[src/rtl/div_if.sv]
// Handshake and data bundle between the EX-stage control and the iterative divider.
// The master drives the operands, start and cancel; the slave returns busy, done and the results.
// The divider acts as the slave. Pipeline control acts as the master.
interface div_if #(
  parameter int WIDTH = 32
);
  logic             start;
  logic             signed_op;
  logic             cancel;
  logic [WIDTH-1:0] a;
  logic [WIDTH-1:0] b;
  logic             busy;
  logic             done;
  logic [WIDTH-1:0] q;
  logic [WIDTH-1:0] r;

  modport master (
    output start, signed_op, cancel, a, b,
    input  busy, done, q, r
  );

  modport slave (
    input  start, signed_op, cancel, a, b,
    output busy, done, q, r
  );
endinterface

[src/rtl/div.sv]
// Iterative radix-2 restoring divider for DIV/DIVU. It produces the quotient (LO) and the remainder (HI).
// Latency: start is sampled at edge 0, busy is high for cycles 1..WIDTH, and done pulses in cycle WIDTH+1.
// Backpressure: there is none. The pipeline stalls on busy. start is ignored during RUN, and cancel aborts a run.
module div #(
  parameter int WIDTH = 32
) (
  input  logic i_clk,
  input  logic i_resetn,
  div_if.slave bus
);

  localparam int CW = (WIDTH > 1) ? $clog2(WIDTH) : 1;
  localparam logic [CW-1:0] LAST_CNT = CW'(WIDTH - 1);

  typedef enum logic [1:0] {
    ST_IDLE = 2'd0,
    ST_RUN  = 2'd1,
    ST_DONE = 2'd2
  } state_t;

  state_t           r_state;
  state_t           w_state_nxt;
  logic             w_load;      // capture operands this cycle
  logic             w_last;      // final iteration; results are committed at this edge

  logic [CW-1:0]    r_cnt;
  logic [WIDTH:0]   r_rem;       // partial remainder; the extra bit holds the borrow
  logic [WIDTH-1:0] r_dvd;       // dividend magnitude shifts out while quotient bits shift in
  logic [WIDTH-1:0] r_dvs;       // divisor magnitude
  logic             r_signed;
  logic             r_sign_a;    // sign of the dividend, which the remainder follows
  logic             r_sign_x;    // sign(a) ^ sign(b), which selects quotient negation
  logic             r_dvs_zero;
  logic [WIDTH-1:0] r_q;
  logic [WIDTH-1:0] r_r;

  logic [WIDTH-1:0] w_abs_a;
  logic [WIDTH-1:0] w_abs_b;
  logic [WIDTH:0]   w_shift;
  logic [WIDTH:0]   w_diff;
  logic             w_qbit;
  logic [WIDTH:0]   w_rem_nxt;
  logic [WIDTH-1:0] w_dvd_nxt;
  logic [WIDTH-1:0] w_q_fix;
  logic [WIDTH-1:0] w_r_fix;

  // Take operand magnitudes. The most negative value maps to itself, which is still the correct unsigned magnitude.
  always_comb begin
    w_abs_a = bus.a;
    w_abs_b = bus.b;
    if (bus.signed_op && bus.a[WIDTH-1]) w_abs_a = -bus.a;
    if (bus.signed_op && bus.b[WIDTH-1]) w_abs_b = -bus.b;
  end

  // One restoring step: shift in the next dividend bit and keep the difference when it does not borrow.
  always_comb begin
    w_shift   = {r_rem[WIDTH-1:0], r_dvd[WIDTH-1]};
    w_diff    = w_shift - {1'b0, r_dvs};
    w_qbit    = ~w_diff[WIDTH];
    w_rem_nxt = w_qbit ? w_diff : w_shift;
    w_dvd_nxt = {r_dvd[WIDTH-2:0], w_qbit};
  end

  // Sign fix-up of the final step. Division by zero forces q to all ones.
  // The remainder then already equals |a|, and re-signing it returns the original dividend.
  always_comb begin
    w_q_fix = w_dvd_nxt;
    w_r_fix = w_rem_nxt[WIDTH-1:0];
    if (r_signed && r_sign_x) w_q_fix = -w_dvd_nxt;
    if (r_signed && r_sign_a) w_r_fix = -w_rem_nxt[WIDTH-1:0];
    if (r_dvs_zero)           w_q_fix = {WIDTH{1'b1}};
  end

  // State register.
  always_ff @(posedge i_clk or negedge i_resetn) begin
    if (!i_resetn) r_state <= ST_IDLE;
    else           r_state <= w_state_nxt;
  end

  // Next-state logic. cancel wins over start, and a start in DONE chains straight into the next run.
  always_comb begin
    w_state_nxt = r_state;
    w_load      = 1'b0;
    w_last      = 1'b0;
    case (r_state)
      ST_IDLE, ST_DONE: begin
        if (bus.start && !bus.cancel) begin
          w_state_nxt = ST_RUN;
          w_load      = 1'b1;
        end else begin
          w_state_nxt = ST_IDLE;
        end
      end
      ST_RUN: begin
        if (bus.cancel) begin
          w_state_nxt = ST_IDLE;
        end else if (r_cnt == LAST_CNT) begin
          w_state_nxt = ST_DONE;
          w_last      = 1'b1;
        end
      end
      default: w_state_nxt = ST_IDLE;
    endcase
  end

  // Datapath: capture on start, iterate during RUN, and commit q/r only when entering DONE.
  always_ff @(posedge i_clk or negedge i_resetn) begin
    if (!i_resetn) begin
      r_cnt      <= '0;
      r_rem      <= '0;
      r_dvd      <= '0;
      r_dvs      <= '0;
      r_signed   <= 1'b0;
      r_sign_a   <= 1'b0;
      r_sign_x   <= 1'b0;
      r_dvs_zero <= 1'b0;
      r_q        <= '0;
      r_r        <= '0;
    end else if (w_load) begin
      r_cnt      <= '0;
      r_rem      <= '0;
      r_dvd      <= w_abs_a;
      r_dvs      <= w_abs_b;
      r_signed   <= bus.signed_op;
      r_sign_a   <= bus.a[WIDTH-1];
      r_sign_x   <= bus.a[WIDTH-1] ^ bus.b[WIDTH-1];
      r_dvs_zero <= (bus.b == '0);
    end else if (r_state == ST_RUN && !bus.cancel) begin
      r_cnt <= r_cnt + CW'(1);
      r_rem <= w_rem_nxt;
      r_dvd <= w_dvd_nxt;
      if (w_last) begin
        r_q <= w_q_fix;
        r_r <= w_r_fix;
      end
    end
  end

  assign bus.busy = (r_state == ST_RUN);
  assign bus.done = (r_state == ST_DONE);
  assign bus.q    = r_q;
  assign bus.r    = r_r;

endmodule

[src/flat_wrapper.sv]
// flat-port wrapper written by rule: the top's interface ports become plain ports
module div_flat 
#(
  parameter int WIDTH = 32
)
  (i_clk, i_resetn, bus_start, bus_signed_op, bus_cancel, bus_a, bus_b, bus_busy, bus_done, bus_q, bus_r);
  div_if #(.WIDTH(WIDTH)) bus_i ();
  input  logic i_clk;
  input  logic i_resetn;
  input wire logic [$bits(bus_i.start)-1:0] bus_start;
  input wire logic [$bits(bus_i.signed_op)-1:0] bus_signed_op;
  input wire logic [$bits(bus_i.cancel)-1:0] bus_cancel;
  input wire logic [$bits(bus_i.a)-1:0] bus_a;
  input wire logic [$bits(bus_i.b)-1:0] bus_b;
  output wire logic [$bits(bus_i.busy)-1:0] bus_busy;
  output wire logic [$bits(bus_i.done)-1:0] bus_done;
  output wire logic [$bits(bus_i.q)-1:0] bus_q;
  output wire logic [$bits(bus_i.r)-1:0] bus_r;
  assign bus_i.start = bus_start;
  assign bus_i.signed_op = bus_signed_op;
  assign bus_i.cancel = bus_cancel;
  assign bus_i.a = bus_a;
  assign bus_i.b = bus_b;
  assign bus_busy = bus_i.busy;
  assign bus_done = bus_i.done;
  assign bus_q = bus_i.q;
  assign bus_r = bus_i.r;
  div #(.WIDTH(WIDTH)) u_core (.i_clk(i_clk), .i_resetn(i_resetn), .bus(bus_i));
endmodule
[config.mk]
export PLATFORM = sky130hd
export DESIGN_NAME = div_flat
export DESIGN_NICKNAME = d
export VERILOG_FILES = /design/src/rtl/div_if.sv /design/src/rtl/div.sv /design/src/flat_wrapper.sv
export SDC_FILE = /design/constraint.sdc
export NUM_CORES = 1
export LEC_CHECK = 0
export BUFFER_PORTS_ARGS = -buffer_cell sky130_fd_sc_hd__buf_2
export CORE_MARGIN = 1
export CORE_UTILIZATION = 26
export DETAILED_ROUTE_END_ITERATION = 16
export PLACE_DENSITY = 0.46
export SETUP_SLACK_MARGIN = 0.4
export SKIP_LAST_GASP = 1
export SYNTH_ARGS = -nofsm -noshare
export SYNTH_HDL_FRONTEND = slang
export SYNTH_SLANG_ARGS = --single-unit
[constraint.sdc]
create_clock -name i_clk -period 13.3 [get_ports i_clk]
set_input_delay 1.995 -clock i_clk [delete_from_list [all_inputs] [get_ports i_clk]]
set_output_delay 1.995 -clock i_clk [all_outputs]
set_load 0.01 [all_outputs]
==> metrics.md, run 1 <==
| Metric | Value |
|---|---|
| Final cell count without fillers | `between 2k and 2.5k` |
| Sequential area share after synthesis | `35.5%` |
| Clock tree buffer depth | `2` |
| Outcome | `finished, final reports clean` |
| Crit. End Element | `register` |
| CTS clock-pin slew for the worst setup and hold paths | `roughly 70 ps` |
| Worst r2r dst | `u_core.bus.r[30]$_DFFE_PN0P_` |
| RD Place Congestion | `~0.9` |
| Fin. Hold Viols | `0` |
| Slew @ Worst Pin | `about 1100 ps` |
| Leak | `~6.0 nW` |
| Hold crit path type | `register to register` |
| Fin nets | `~1.7k` |
| P per Cell Area | `~230 nW/um^2` |
| Row count | `78` |
| Hold path depth | `2` |
| Max frequency | `approximately 0.19 GHz` |
| Top_reg_cell synth | `dfrtp_1` |
| Hold-fix buffers at CTS | `0` |
| Post-synth ARST share | `between 90% and 100%` |
| First-pass GRT wire length | `about 66 mm` |
| DP HPWL | `between 30 and 40 mm` |
| Final setup fails | `0` |
| Worst Path Required | `approximately 14000 ps` |
| Cell variety after synth | `90` |
| Setup Buffers After CTS | `0` |
| Drt pass-1 iters | `5` |
| WL final | `~43 mm` |
| Total power | `3.17 mW` |
| Die height | `217 um` |
| Syn Std Cell Area | `12100 sq um` |
| Crit path top cell by count | `nand3_1` |
| Final Cycle Share | `between 40% and 50%` |
| Grt ovf | `0` |
| Hold slack | `476 ps` |
| RSZ-0062 raised after global routing | `no` |
| # diodes | `0` |
| Post-DR vias/cell | `5.21` |
| TNS Setup | `0 ps` |
| DRC viols | `0` |
| Largest net degree at the start of global routing | `96` |
| Area share of the largest cell type after synthesis | `35.5%` |
| Number of synthesized flops with an enable pin | `0` |
| Number of buffers and inverters on the critical path | `2` |
| Crit path max-delay cell type | `o21a_1` |
| VDD IR-drop max | `0.117 mV` |
| Number of synthesized register bits | `between 150 and 200` |
| FF-to-FF setup slack | `between 7000 and 8000 ps` |
| Syn. warnings | `0` |
| H-tree level count | `4` |
| Cell count of the worst reg-to-reg path | `19` |
| Die width | `217 um` |
| Synthesized net count | `around 1.6k` |
| Vias in the first global route | `10.9k` |
| Clk Tree Root Cell | `clkbuf_16` |
| Final Max Tran Viols | `0` |
| Critical Path AT | `approximately 5700 ps` |
| Synth cell count leaders | `nand2_1 (187), dfrtp_1 (171), o21ai_0 (163), nor2_1 (121), a21oi_1 (109)` |
| Ranking of synthesized cells by area | `dfrtp_1 (35%), o21ai_0 (6.8%), nand2_1 (5.8%)` |
| Worst-Skew Late Latency | `470 ps` |
| Mapped Cells | `between 1k and 1.5k` |
| Area of the core | `45600 sq um` |
| CTS Buf Count | `17` |
| CP startpoint kind | `register` |
| Initial antenna violation count | `0` |
| Layout area overhead | `14.5%` |
| Port Buf Inserts | `approximately 130` |
| Crit path largest cell delay | `between 400 and 500 ps` |
| Cell accounting for the most synthesized area | `dfrtp_1` |
| # clock sinks | `approximately 170` |
| Die area | `between 40000 and 50000 sq um` |
| Pre-CTS WS | `~8000 ps` |
| Kind of critical path | `register to register` |
| Reg2reg start | `u_core.r_dvd[31]$_DFFE_PN0P_` |
| Hold path startpoint | `u_core.bus.r[13]$_DFFE_PN0P_` |
| Routed Antenna Nets | `0` |
| Slew HR | `a little over a quarter` |
| Layout cell share with drive strength beyond 1 | `approximately 14%` |
| Clk_skew | `19.6 ps` |
| Leading cell type by number of instances after synthesis | `nand2_1` |
| Gr usage total | `18.3%` |
| Top-level port count | `about 140` |
| Starting density of the core | `between 20% and 30%` |
| CTS tree | `done` |
| Max-cap violation count | `0` |
| DR vias | `11.3k` |
| Setup WS post-layout | `between 7000 and 8000 ps` |
| Post-CTS Resized | `0` |
| 1st-iter DRT viols | `around 830` |
| WL/cell | `between 15 and 20 um` |
| Crit-path max FO | `31` |
| Critical path, cell by cell | `inv_1, ha_1, fa_1, nand2b_1, a211oi_2, o211ai_1, a211oi_2, o21a_1, nor2_4, inv_2, nor2_1, a21oi_1, ha_1, nand3_1, a2111oi_0, a41o_1, nand3_1, a222oi_1, nand3_1` |
| Min Tclk post-route | `5360 ps` |
| Worst Hold End | `u_core.bus.r[13]$_DFFE_PN0P_` |
| CP top delay family | `compound AO/OA/AOI/OAI gates` |
| Post-Place Cells | `roughly 2.1k` |
| Fill cell count | `between 4k and 5k` |
| Synthesized area per cell | `8.23 sq um` |
-- registers in the layout, summed over array words and instances, names as in the netlist --
| signal | count |
|---|---|
| u_core.r_dvd | 32 |
| u_core.r_sign_a | 1 |
| u_core.r_state | 2 |
| u_core.bus.q | 32 |
| u_core.bus.r | 32 |
| u_core.r_sign_x | 1 |
| u_core.r_dvs_zero | 1 |
| u_core.r_rem | 32 |
| u_core.r_dvs | 32 |
| u_core.r_cnt | 5 |
| u_core.r_signed | 1 |
-- layout make-up --
class                           instances  area, sq um  area share (%)
Clock buffer                           17          425            3.08
Clock inverter                         15          145            1.05
Inverter                               52          195            1.41
Multi-Input combinational cell       1160         7240            52.4
Sequential cell                       171         4280            31.0
Tap cell                              600          751            5.43
Timing Repair Buffer                  148          782            5.66
-- placed cells by master, fill, tap and decap left out, types with 5 or more instances in the layout --
cell type,count
nand2_1,186
nand3_1,19
a211oi_2,6
nand4_1,9
a22o_1,5
or4_1,12
nand3b_1,8
inv_1,51
ha_1,38
a211oi_1,6
dfrtp_1,171
buf_4,14
mux2i_1,23
nand2b_1,8
o211ai_1,10
inv_6,8
o41ai_1,6
o21ai_1,18
a41oi_1,5
and2_1,18
a31oi_1,15
nor2_1,120
nor4_1,16
a21o_1,10
a22oi_1,32
o21ai_0,163
or3_1,21
xnor2_1,65
nor2b_1,9
o31ai_1,21
nor3_1,41
xor2_1,65
clkbuf_16,17
a21oi_1,109
and3_1,6
a311oi_1,5
buf_2,133
-- layer usage --
layer | track usage [%] | up-vias | wire length, um
li1 | - | 5438 | -
met1 | 26.6 | 5457 | 21000
met2 | 27.5 | 330 | 18700
met3 | 2.78 | 38 | 2050
met4 | 5.49 | 0 | 811
met5 | 0 | - | 0
-- report_power, final --
| part | switching, mW | leakage [nW] | internal (mW) |
|---|---|---|---|
| clock | 0.255 | 0.279 | 0.250 |
| combinational | 1.28 | 3.49 | 0.649 |
| sequential | 0.126 | 2.28 | 0.609 |
-- tightest hold or removal path, stage by stage, from the launching register on --
cell,delay [ps]
dfrtp_1,340
nand2_1,40
o21ai_0,60
-- worst max-delay path by stage --
stage                                 start                            to  slack [ps]  cells past startpoint
2_1_floorplan  u_core.r_dvd[31]$_DFFE_PN0P_  u_core.bus.r[30]$_DFFE_PN0P_        8830                     21
3_3_place_gp   u_core.r_dvd[31]$_DFFE_PN0P_  u_core.bus.r[30]$_DFFE_PN0P_        8130                     19
3_5_place_dp   u_core.r_dvd[31]$_DFFE_PN0P_  u_core.bus.r[30]$_DFFE_PN0P_        7990                     19
4_1_cts        u_core.r_dvd[31]$_DFFE_PN0P_  u_core.bus.r[30]$_DFFE_PN0P_        7980                     19
5_1_grt        u_core.r_dvd[31]$_DFFE_PN0P_  u_core.bus.r[30]$_DFFE_PN0P_        7560                     19
6_report       u_core.r_dvd[31]$_DFFE_PN0P_  u_core.bus.r[30]$_DFFE_PN0P_        7940                     19
-- cell families (layout without fill, tap and decap cells) --
| group | after synthesis | in the layout | share of synthesized area [%] |
|---|---|---|---|
| buffers and inverters | 135 | 232 | 4.70 |
| AND/OR/NAND/NOR | 501 | 501 | 19.9 |
| flip-flops | 171 | 171 | 35.5 |
| multiplexers | 28 | 28 | 2.39 |
| adder cells (fa/ha/maj) | 39 | 39 | 4.11 |
| AO/OA/AOI/OAI | 462 | 462 | 24.0 |
| XOR/XNOR | 130 | 130 | 9.44 |
-- per-stage QoR --
stage / util [%] / cell area (sq um)
after floorplan: - / 12100
after global placement: 29.1 / 13200
after detailed placement: 29.1 / 13200
after CTS: 30.3 / 13800
after global routing: 30.3 / 13800
final: 30.3 / 13800
(Power assumes the default switching activity.)
==> run 2, diff against run 1 <==
ABC_AREA = 1   (was unset)
PLACE_DENSITY = 0.47   (was 0.46)
clock period = 4.7 ns   (was 13.3 ns; I/O delays follow)
==> run 2 against run 1 <==
Combinational power rose to 3.7 times the previous value. Count of clock-buffer cells in the layout did not move. Die area rose by 6.3%. Cell count rose by 25%. Utilization barely moved. Global-route usage rose by 0.82 points. Clock skew fell by 7.4 ps. Largest cell class unchanged. Highest routed layer is now met5.
==> metrics.md, run 2 <==
| Metric | Value |
|---|---|
| Area of the core | `48800 sq um (+7.2%)` |
| Gr usage total | `19.1% (+0.82 points)` |
| # clock sinks | `171 (unchanged)` |
| Metal3 WL | `2.35 mm (+14%)` |
| DR vias | `12.8k (+14%)` |
| Drt pass-1 iters | `6 (+1)` |
| Fin. Hold Viols | `0 (unchanged)` |
| Top-level port count | `135 (unchanged)` |
| Metal1 wirelength | `21.0 mm (about the same)` |
| Max-cap violation count | `0 (unchanged)` |
| H-tree level count | `4 (unchanged)` |
| Die height | `224 um (+3.1%)` |
| TNS Setup | `0 ps (unchanged)` |
| CTS tree | `done` |
| Fin util | `30.4% (+0.041 points)` |
| Slew HR | `48.5% (+22 points)` |
| Commonest non-fill, non-tap cell in the layout | `nand2_1` |
| Max frequency | `0.250 GHz (+34%)` |
| Leak | `7.85 nW (+30%)` |
| Number of synthesized register bits | `171 (unchanged)` |
| Final setup fails | `0 (unchanged)` |
| Vias in the first global route | `12.7k (+16%)` |
| CP startpoint kind | `register` |
| Post-synth ARST share | `100% (unchanged)` |
| Number of synthesized flops with an enable pin | `0 (unchanged)` |
| Largest net degree at the start of global routing | `101 (+5.2%)` |
| Routed Antenna Nets | `0 (unchanged)` |
| Outcome | `finished, final reports clean` |
| RSZ-0062 raised after global routing | `no` |
| Crit-path max FO | `42 (+35%)` |
| Post-DR vias/cell | `4.74 (-9.0%)` |
| DP HPWL | `36.3 mm (+13%)` |
| Slew @ Worst Pin | `764 ps (-335 ps)` |
| Setup crit start | `u_core.r_dvd[31]$_DFFE_PN0P_` |
| DRC viols | `0 (unchanged)` |
| Hold crit path type | `input pin to asynchronous set/reset pin` |
| Reg2reg start | `u_core.r_dvd[31]$_DFFE_PN0P_` |
| Top layer in use | `met5` |
| Layout cell share with drive strength beyond 1 | `12.7% (-1.2 points)` |
| Die area | `50300 sq um (+6.3%)` |
| Fin nets | `2138 (+29%)` |
| Synthesized net count | `2025 (+29%)` |
| Row count | `81 (+3.8%)` |
| Port Buf Inserts | `134 (unchanged)` |
| Final cell count without fillers | `2708 (+25%)` |
| Kind of critical path | `register to register` |
| Ranking of synthesized cells by area | `dfrtp_1 (33%), nand2_1 (17%), inv_1 (7.7%)` |
| Clk_skew | `12.2 ps (-7.43 ps)` |
| Final Cycle Share | `85.1% (+45 points)` |
| Die width | `224 um (+3.1%)` |
| Synthesized area per cell | `6.70 sq um (-19%)` |
| Area share of the largest cell type after synthesis | `33.3% (-2.1 points)` |
| First-pass GRT wire length | `73.3 mm (+11%)` |
| Worst Path Required | `5050 ps (-8590 ps)` |
| CTS Buf Count | `17 (unchanged)` |
| CTS clock-pin slew for the worst setup and hold paths | `70 ps (about the same)` |
| Final Max Tran Viols | `0 (unchanged)` |
| WL final | `46.3 mm (+8.8%)` |
| Pre-CTS WS | `500 ps (-7490 ps)` |
| Mapped Cells | `1917 (+31%)` |
| 1st-iter DRT viols | `744 (-9.9%)` |
| Sequential area share after synthesis | `33.3% (-2.1 points)` |
| Grt ovf | `0 (unchanged)` |
| Starting density of the core | `26.3% (-0.20 points)` |
| Syn Std Cell Area | `12800 sq um (+6.4%)` |
| WL met2 | `21.5 mm (+15%)` |
| RD Place Congestion | `0.897 (+2.0%)` |
| WL/cell | `17.1 um (-13%)` |
| Top_reg_cell synth | `dfrtp_1` |
| Setup WS post-layout | `701 ps (-7240 ps)` |
| Synth cell count leaders | `nand2_1 (575), inv_1 (265), nor2_1 (189), dfrtp_1 (171), nand3_1 (141)` |
| Layout area overhead | `15.5%` |
| Syn. warnings | `0 (unchanged)` |
| P per Cell Area | `711 nW/um^2 (+210%)` |
| Post-Place Cells | `2672 (+25%)` |
| Clk Tree Root Cell | `clkbuf_16` |
| Initial antenna violation count | `8 (+8)` |
| Crit. End Element | `register` |
| Min Tclk post-route | `4000 ps (-1360 ps)` |
| Most frequent cells in the layout | `nand2_1 (573), inv_1 (265), nor2_1 (187)` |
| Cell accounting for the most synthesized area | `dfrtp_1` |
| Leading cell type by number of instances after synthesis | `nand2_1` |
| Cell variety after synth | `53 (-41%)` |
| Worst-Skew Late Latency | `470 ps (about the same)` |
| VDD IR-drop max | `0.389 mV (+230%)` |
| Critical Path AT | `4350 ps (-1350 ps)` |
| Clock tree buffer depth | `2 (unchanged)` |
==> run 2: cell types whose count changed in the layout (fill, tap and decap cells not counted), sizes merged, moves of 28 or more <==
cell    before  now
nand3       20  146
o221ai       1   29
o21ai      181  111
a22oi       32    0
xnor2       65   19
a21oi      109   55
nand2      187  608
inv         63  279
nor2       122  200
o22ai        1   46
==> run 2: repair_timing <==
action                     4_1_cts  5_1_grt
hold buffers                     0        0
setup buffers                    0        3
gates resized for setup          0        8
setup endpoints to repair        0       10
==> run 2: power breakdown <==
part | total, mW | switching [mW] | internal (mW) | leakage, nW
sequential | 2.00 | 0.265 | 1.73 | 2.26
clock | 1.46 | 0.714 | 0.749 | 0.269
combinational | 7.08 | 4.99 | 2.09 | 5.32
==> run 2: cells by family (layout without fill, tap and decap cells) <==
kind of cell               after synthesis  after routing  share of synthesized area, %
and+or+nand+nor                       1021           1021                          34.3
buffers and inverters                  333            458                          10.2
AOI/OAI and AO/OA                      278            278                          13.2
DFF                                    171            171                          33.3
xor gates and xnor gates                75             75                          5.12
adders and majority gates               39             39                          3.86
other                                    0              2                             0
==> run 2: path summary, 6_finish.rpt <==
check,endpoint,slack (ps),cells after the start
max in group asynchronous,u_core.bus.q[29]$_DFFE_PN0P_,3370,2
min in group i_clk,u_core.r_cnt[3]$_DFFE_PN0P_,460,1
setup reg to reg,u_core.bus.r[14]$_DFFE_PN0P_,700,25
setup / recovery,u_core.bus.r[14]$_DFFE_PN0P_,700,25
hold / removal,u_core.r_dvs[18]$_DFFE_PN0P_,280,1
hold reg to reg,u_core.r_cnt[3]$_DFFE_PN0P_,460,1
==> run 2: worst max-delay path, cell delays in order, from the launching register on <==
cell     delay (ps)
dfrtp_1         360
inv_1            60
ha_1            210
fa_2            370
inv_1           100
nand2_1          60
nand2_1          80
nand3_1          90
nand2_2         130
nand2_1          80
nand2_2         100
nand2_4          80
nand2_4          90
nand2_4          70
nand2_4          90
buf_4           460
nand2_2         140
nand2_2         130
ha_1            210
nand3_1         110
nand2_1         170
nand3_2         220
nor2_4          190
nand2_1          70
nand3_1         160
nand2_1          70
==> run 2: cell type report <==
cell class	instances	area (sq um)
Clock buffer	17	425
Antenna cell	2	5.00
Timing Repair Buffer	150	810
Sequential cell	171	4280
Multi-Input combinational cell	1413	7280
Fill cell	5542	34000
Tap cell	664	831
Inverter	277	1040
Clock inverter	14	155
==> run 2: stage by stage <==
step                power, mW  area, sq um  hold slack [ps]
floorplan                7.07        12800              409
global placement         9.07        14200              451
detailed placement       9.06        14200              454
CTS                      10.6        14800              304
global route             11.5        14800              338
finish                   10.5        14800              284
==> run 2: routing by layer <==
| layer | GRT usage [%] | vias up |
|---|---|---|
| met4 | 6.80 | 14 |
| li1 | - | 6430 |
| met1 | 24.9 | 6015 |
| met3 | 3.55 | 76 |
| met2 | 31.4 | 293 |
| met5 | 0 | - |
==> run 3, diff against run 2 <==
CORE_UTILIZATION = 50   (was 26)
PLACE_DENSITY = 0.76   (was 0.47)
==> run 3 against run 2 <==
Non-clock buffer count is the same. Fmax shrank 1.3%. Power shrank 1.8%. Clock power is essentially flat. Cell count shrank 12%.
==> metrics.md, run 3 (synthesis results as in run 2) <==
| Metric | Value |
|---|---|
| Slew @ Worst Pin | `1070 ps (+305 ps)` |
| Max frequency | `0.247 GHz (-1.3%)` |
| TNS Setup | `0 ps (unchanged)` |
| CP startpoint kind | `register` |
| Pre-CTS WS | `384 ps (-116 ps)` |
| Hold crit path type | `input pin to asynchronous set/reset pin` |
| Layout area overhead | `12.4%` |
| Grt ovf | `0 (unchanged)` |
| Critical Path AT | `4400 ps (+50 ps)` |
| Total power | `10.4 mW (-1.8%)` |
| Area of the core | `25200 sq um (-48%)` |
| Die area | `26300 sq um (-48%)` |
| Crit. End Element | `register` |
| Final setup fails | `0 (unchanged)` |
| DRC viols | `0 (unchanged)` |
| Min Tclk post-route | `4050 ps (+54.0 ps)` |
| VDD IR-drop max | `0.457 mV (+17%)` |
| Clk Tree Root Cell | `clkbuf_16` |
| P per Cell Area | `718 nW/um^2 (+0.99%)` |
| Fill cell count | `2438 (-56%)` |
| Crit path largest cell delay | `380 ps (-80 ps)` |
| First-pass GRT wire length | `64.4 mm (-12%)` |
| Die height | `162 um (-28%)` |
| Port Buf Inserts | `134 (unchanged)` |
| Starting density of the core | `51.0% (+25 points)` |
| Max-cap violation count | `0 (unchanged)` |
| Leak | `7.87 nW (+0.29%)` |
| 1st-iter DRT viols | `1156 (+55%)` |
| Vias in the first global route | `12.2k (-3.9%)` |
| Outcome | `finished, final reports clean` |
| Clock tree buffer depth | `2 (unchanged)` |
| Drt pass-1 iters | `5 (-1)` |
| Setup WS post-layout | `647 ps (-54.0 ps)` |
| Kind of critical path | `register to register` |
| CTS tree | `done` |
| Top-level port count | `135 (unchanged)` |
| Worst-Skew Late Latency | `450 ps (-20 ps)` |
| Final Cycle Share | `86.2% (+1.1 points)` |
| WL final | `40.5 mm (-13%)` |
| Crit-path max FO | `5 (-88%)` |
| # diodes | `0 (-2)` |
| Clk_skew | `19.3 ps (+7.08 ps)` |
| CTS Buf Count | `17 (unchanged)` |
| Row count | `58 (-28%)` |
| DP HPWL | `31.2 mm (-14%)` |
| DR vias | `13.1k (+2.0%)` |
| Crit path top cell by count | `nand2_1` |
| Post-DR vias/cell | `5.51 (+16%)` |
| Layout cell share with drive strength beyond 1 | `12.8% (+0.043 points)` |
| Post-Place Cells | `2338 (-13%)` |
| Routed Antenna Nets | `0 (unchanged)` |
| H-tree level count | `4 (unchanged)` |
| Final Max Tran Viols | `0 (unchanged)` |
| Largest net degree at the start of global routing | `102 (+0.99%)` |
| Gr usage total | `31.5% (+12 points)` |
| RSZ-0062 raised after global routing | `no` |
| Commonest non-fill, non-tap cell in the layout | `nand2_1` |
| WL/cell | `17.1 um (-0.32%)` |
| Worst Path Required | `5040 ps (about the same)` |
| Most frequent cells in the layout | `nand2_1 (573), inv_1 (265), nor2_1 (187)` |
| Fin. Hold Viols | `0 (unchanged)` |
| Crit path max-delay cell type | `fa_2` |
| Initial antenna violation count | `0 (-8)` |
| Fin nets | `2138 (unchanged)` |
| Die width | `162 um (-28%)` |
| # clock sinks | `171 (unchanged)` |
| Final cell count without fillers | `2373 (-12%)` |
| RD Place Congestion | `0.974 (+8.6%)` |
| CTS clock-pin slew for the worst setup and hold paths | `90 ps (+20 ps)` |
| Slew HR | `28.6% (-20 points)` |
run 3: changes by cell type in the layout (fill, tap and decap cells not counted), sizes merged:
cell	change
bufinv	-1
clkinvlp	-5
diode	-2
clkinv	+8
inv	-1
run 3: worst max-delay path: cells and delay by family, from the launching register on:
family          cells  cell delay (ps)
buf+inv             3              220
flops               1              360
fa+ha+maj           3              770
xor+xnor            1              150
simple gates       19             1950
compound gates      3              500
run 3: layout make-up:
cell class	count	area [sq um]	share of cell area (%)
timing repair buffer	150	810	5.61
clock inverter	15	175	1.21
multi-input combinational	1413	7280	50.5
tap	330	413	2.86
sequential	171	4280	29.7
inverter	277	1040	7.21
clock buffer	17	425	2.95
run 3: through the flow:
step / utilization, % / hold slack (ps) / cell area, sq um
after global routing: 57.3 / 465 / 14400
final: 57.3 / 372 / 14400
after global placement: 54.7 / 454 / 13800
after detailed placement: 54.7 / 462 / 13800
after CTS: 57.1 / 424 / 14400
after floorplan: - / 409 / 12800
run 3: metal layers:
metal	global-route usage, %	routed length (um)	vias up
li1	-	-	6408
met1	44.3	18600	6167
met2	50.5	18400	455
met3	3.29	2410	57
met4	9.99	1100	0
met5	0	0	-
run 3: worst paths after layout:
path,from,endpoint,slack [ps],depth (start not counted)
worst max-delay path,u_core.r_dvd[31]$_DFFE_PN0P_,u_core.bus.q[30]$_DFFE_PN0P_,650,29
worst min-delay path,i_resetn,u_core.r_dvs[17]$_DFFE_PN0P_,370,1
worst max register to register,u_core.r_dvd[31]$_DFFE_PN0P_,u_core.bus.q[30]$_DFFE_PN0P_,650,29
worst min register to register,u_core.r_cnt[3]$_DFFE_PN0P_,u_core.r_cnt[3]$_DFFE_PN0P_,480,1
max in group asynchronous,i_resetn,u_core.bus.q[17]$_DFFE_PN0P_,3400,2
min in group i_clk,u_core.r_cnt[3]$_DFFE_PN0P_,u_core.r_cnt[3]$_DFFE_PN0P_,480,1
run 3: report_power, final:
| group | switching [mW] | internal (mW) | total (mW) |
|---|---|---|---|
| clock network | 0.725 | 0.716 | 1.44 |
| logic | 4.84 | 2.09 | 6.93 |
| registers | 0.245 | 1.73 | 1.98 |
| total | 5.81 | 4.54 | 10.4 |
run 3: timing repair:
item,CTS,global route
hold endpoints to repair,0,0
resized for setup,1,7
buffers inserted,0,3
setup endpoints to repair,1,9
hold buffers,0,0
pin swaps,0,1
